<file path="src/rtl/seq_step_gen.sv">
// Step-sequence generator: walks DEPTH steps, driving out1/out2 from a step table.
// Define SEQ_STEP_GEN_LOAD_EN to make the table runtime-loadable registers.
module seq_step_gen #(
    parameter  int WIDTH     = 3,
    parameter  int DEPTH     = 5,
    parameter  int JUMP_STEP = 2,
    parameter  int WRAP      = 1,
    localparam int SW        = $clog2(DEPTH)
) (
    input  logic             clk,
    input  logic             rst_n,
    input  logic             restart,
    input  logic             pause,
    input  logic             jump,
    input  logic             load_en,
    input  logic [SW-1:0]    load_addr,
    input  logic [WIDTH-1:0] load_d1,
    input  logic [WIDTH-1:0] load_d2,
    output logic [SW-1:0]    step,
    output logic [WIDTH-1:0] out1,
    output logic [WIDTH-1:0] out2,
    output logic             odd,
    output logic             even,
    output logic             terminal
);

    localparam logic [SW-1:0] LAST = SW'(DEPTH - 1);
    localparam logic [SW-1:0] JMP  = SW'(JUMP_STEP);

    logic [SW-1:0] step_nxt;

    // jump outranks restart, but only counts in the terminal step
    always_comb begin
        step_nxt = step;
        if (jump && step == LAST)
            step_nxt = JMP;
        else if (restart)
            step_nxt = '0;
        else if (pause)
            step_nxt = step;
        else if (step == LAST)
            step_nxt = (WRAP != 0) ? '0 : LAST;
        else
            step_nxt = step + SW'(1);
    end

    always_ff @(posedge clk or negedge rst_n) begin
        if (!rst_n)
            step <= '0;
        else
            step <= step_nxt;
    end

    assign terminal = (step == LAST);
    assign odd      = ~step[0];
    assign even     = step[0];

`ifdef SEQ_STEP_GEN_LOAD_EN
    logic [DEPTH-1:0][WIDTH-1:0] tbl1, tbl2;

    always_ff @(posedge clk or negedge rst_n) begin
        if (!rst_n) begin
            for (int i = 0; i < DEPTH; i++) begin
                tbl1[i] <= WIDTH'(2 * i + 1);
                tbl2[i] <= WIDTH'(2 * i);
            end
        end else if (load_en && 32'(load_addr) < DEPTH) begin
            tbl1[load_addr] <= load_d1;
            tbl2[load_addr] <= load_d2;
        end
    end

    assign out1 = tbl1[step];
    assign out2 = tbl2[step];
`else
    logic unused_load;
    assign unused_load = ^{load_en, load_addr, load_d1, load_d2};

    // constant table: entry i is {2i+1, 2i} truncated to WIDTH
    assign out1 = WIDTH'((32'(step) << 1) + 32'd1);
    assign out2 = WIDTH'(32'(step) << 1);
`endif

endmodule

</file>
<file path="config.mk">
export PLATFORM = sky130hd
export DESIGN_NAME = seq_step_gen
export DESIGN_NICKNAME = d
export VERILOG_FILES = /design/src/rtl/seq_step_gen.sv
export SDC_FILE = /design/constraint.sdc
export NUM_CORES = 1
export LEC_CHECK = 0
export ABC_AREA = 0
export CAP_MARGIN = 20
export CORE_AREA = 4 4 41 43
export CTS_CLUSTER_SIZE = 30
export DETAILED_ROUTE_END_ITERATION = 6
export DIE_AREA = 0 0 45 47
export PLACE_DENSITY_LB_ADDON = 0.08
export SLEW_MARGIN = 30
export SYNTH_ARGS = -nofsm -noshare
export SYNTH_HDL_FRONTEND = slang
export SYNTH_SLANG_ARGS = --single-unit
export TNS_END_PERCENT = 1
</file>
<file path="constraint.sdc">
create_clock -name clk -period 2.04 [get_ports clk]
set_clock_uncertainty 0.1 [all_clocks]
set_input_delay 0.204 -clock clk [delete_from_list [all_inputs] [get_ports clk]]
set_output_delay 0.204 -clock clk [all_outputs]
set_load 0.01 [all_outputs]
</file>
==> key figures <==
Layout
  • Layout area overhead: 55.05%
  • Final non-filler cell total: 54
  • Largest regs: step x3
  • Antenna Diode Count: 0
  • Final Instance Area: 384.1 sq um
  • Nets: 57
  • Share of layout cells above drive strength 1: 17.95%
  • Core Util, Final: 29.52%
  • Largest register FFs: 3
  • Biggest register: step

Worst setup path
  • Worst path cell trace: inv_1 -> ha_2 -> and2_4 -> clkdlybuf4s50_1
  • Max stage delay on crit path: 0.53 ns
  • CP max stage cell: clkdlybuf4s50_1
  • Startpoint type of the worst setup path: flip-flop
  • Setup crit end kind: primary output
  • Top Family by Delay on Critical Path: buffers and inverters
  • Kind of critical path: reg -> out
  • Critical Path RT: 1.74 ns
  • CP bufs+invs: 2
  • Critical path peak fanout: 8
  • Critical Path AT: 1.63 ns

Floorplan
  • Die Area: 2115 sq um
  • Die H: 47 um
  • Row cnt: 13
  • Die X: 45 um
  • I/O pins: 27
  • Core Box Area: 1301 sq um
  • Starting Density: 19.04%

Clock network
  • Clock Tree Buf Depth: 2
  • CTS root buf: clkbuf_4
  • H-tree depth: 1
  • CTS tree: done
  • CTS Buf Count: 3
  • Clock-pin slew of the registers on the worst-case setup and hold paths: 0.04 ns
  • Hold-fix buffers at CTS: 0
  • Clk_lat worst skew: 0.23 ns
  • Cts repair resizes: 0
  • Sink Count: 3
  • Setup Buffers After CTS: 0

Detailed routing
  • DRT Wirelength: 520 um
  • Detailed Routing Iterations Pass 1: 2
  • Vias post-DR: 217
  • Wire per inst: 9.630 um
  • Via density: 4.019
  • Post-route DRC: 0
  • First-iteration detailed-routing DRC count: 6
  • ANT nets after route: 0

Placement
  • Instance area after placement: 354.1 sq um
  • Routability cong.: 0.7608
  • Port Buffers: 14
  • Dpl cells: 50
  • Post-DP HPWL: 430.7 um
  • Setup WS pre-CTS: 0.2882 ns

STA
  • Final WS setup: 0.1110 ns
  • Worst hold slack: 0.05408 ns
  • Slew Viols, Final: 0
  • Final-report hold violation count: 0
  • Fin crit period: 1.929 ns
  • Final worst-path cycle share: 94.56%
  • Peak Freq: 0.5184 GHz
  • TNS Setup: 0 ns
  • # setup viols final: 0
  • RSZ-0062 raised after global routing: no

Synthesis
  • Seq/Total Area, Yosys: 30.30%
  • Synth warn: 0
  • Leading area contributor after synthesis: dfrtp_1
  • Avg Cell Area, Syn: 8.848 sq um
  • Distinct cells, synth: 15
  • Synth Cell Area: 247.7 sq um
  • Post-synth EDFFs: 0
  • Post-Syn Nets: 45
  • Post-synth ARST share: 100.0%
  • Post-synth top cells: buf_4 (7), dfrtp_1 (3), inv_1 (3)
  • Number of synthesized register bits: 3
  • Share of the synthesized area in the top cell type: 30.30%
  • Syn Inst Count: 28
  • Synth top area cells: dfrtp_1 (30%), buf_4 (21%), ha_1 (10%)
  • Dominant synthesized flop cell: dfrtp_1
  • Most common cell in the netlist: buf_4

GRT
  • Initial antenna violation count: 0
  • Pin count of the biggest net entering global routing: 9
  • Total GRT Usage: 5.938%
  • First-pass GRT wire length: 910 um
  • Grt ovf: 0
  • Vias in the first global route: 230

Worst hold path
  • Hold Path Class: in -> async

Power
  • Leakage: 0.1590 nW
  • VDD IR max: 0.0001608 V
  • Total power: 0.2291 mW
  • Power per Cell Area: 596.5 nW/um^2

Job
  • Max_cap viols: 0

Outcome
  • Status: complete, no violations
final timing paths:
check / start / end / slack [ns] / cells after the start
worst max-delay path: step[0] / terminal / 0.11 / 4
worst min-delay path: rst_n / step[0] / 0.05 / 1
worst max register to register: step[1] / step[1] / 0.43 / 5
worst min register to register: step[0] / step[0] / 0.54 / 2
max in group asynchronous: rst_n / step[0] / 1.64 / 1
min in group clk: restart / step[0] / 0.51 / 2
metal layers:
metal | track usage [%] | vias up | wire length, um
li1 | - | 109 | -
met1 | 6.865 | 96 | 226
met2 | 10.17 | 12 | 250
met3 | 1.149 | 0 | 43
met4 | 3.509 | 0 | 0
met5 | 0 | - | 0
power breakdown:
group	switching (mW)	internal, mW	total, mW
clock	0.0278	0.0731	0.101
combinational	0.0242	0.0351	0.0592
sequential	0.00547	0.0635	0.0690
total	0.0574	0.172	0.229
layout by cell type, fill, tap and decap left out:
master           synthesis  routed
ha_1                     2       1
inv_1                    3       3
conb_1                   2       2
o311ai_1                 1       1
ha_2                     0       1
or4b_1                   1       1
nor3_1                   1       1
dfrtp_2                  0       1
a31oi_1                  1       1
and2_4                   1       1
a211oi_1                 1       1
clkdlybuf4s50_1          0      14
nand3_1                  1       1
dfrtp_1                  3       2
clkbuf_4                 0       3
nor2_1                   2       2
clkbuf_1                 0       1
o221a_2                  1       1
nor2b_1                  1       1
worst reg2reg max path, cell delays in order (launching register included):
cell	delay, ns
dfrtp_1	0.40
inv_1	0.09
ha_2	0.21
and2_4	0.14
or4b_1	0.47
o311ai_1	0.10
logic make-up (layout without fill, tap and decap cells):
kind of cell / after synthesis / count (layout) / share of synthesized area (%)
other: 2 / 2 / 3.031
adders and majority gates: 2 / 2 / 10.10
AOI/OAI and AO/OA: 4 / 4 / 13.64
DFF: 3 / 3 / 30.30
and+or+nand+nor: 7 / 7 / 17.17
buffers and inverters: 10 / 21 / 25.76
cell type report:
class / count / area (sq um)
Tap cell: 15 / 18.77
Fill cell: 143 / 917.1
Multi-Input combinational cell: 15 / 111.4
Sequential cell: 3 / 76.32
Timing Repair Buffer: 14 / 140.1
Inverter: 3 / 11.26
Clock buffer: 4 / 26.28
Power figures use the tool's default switching activity.
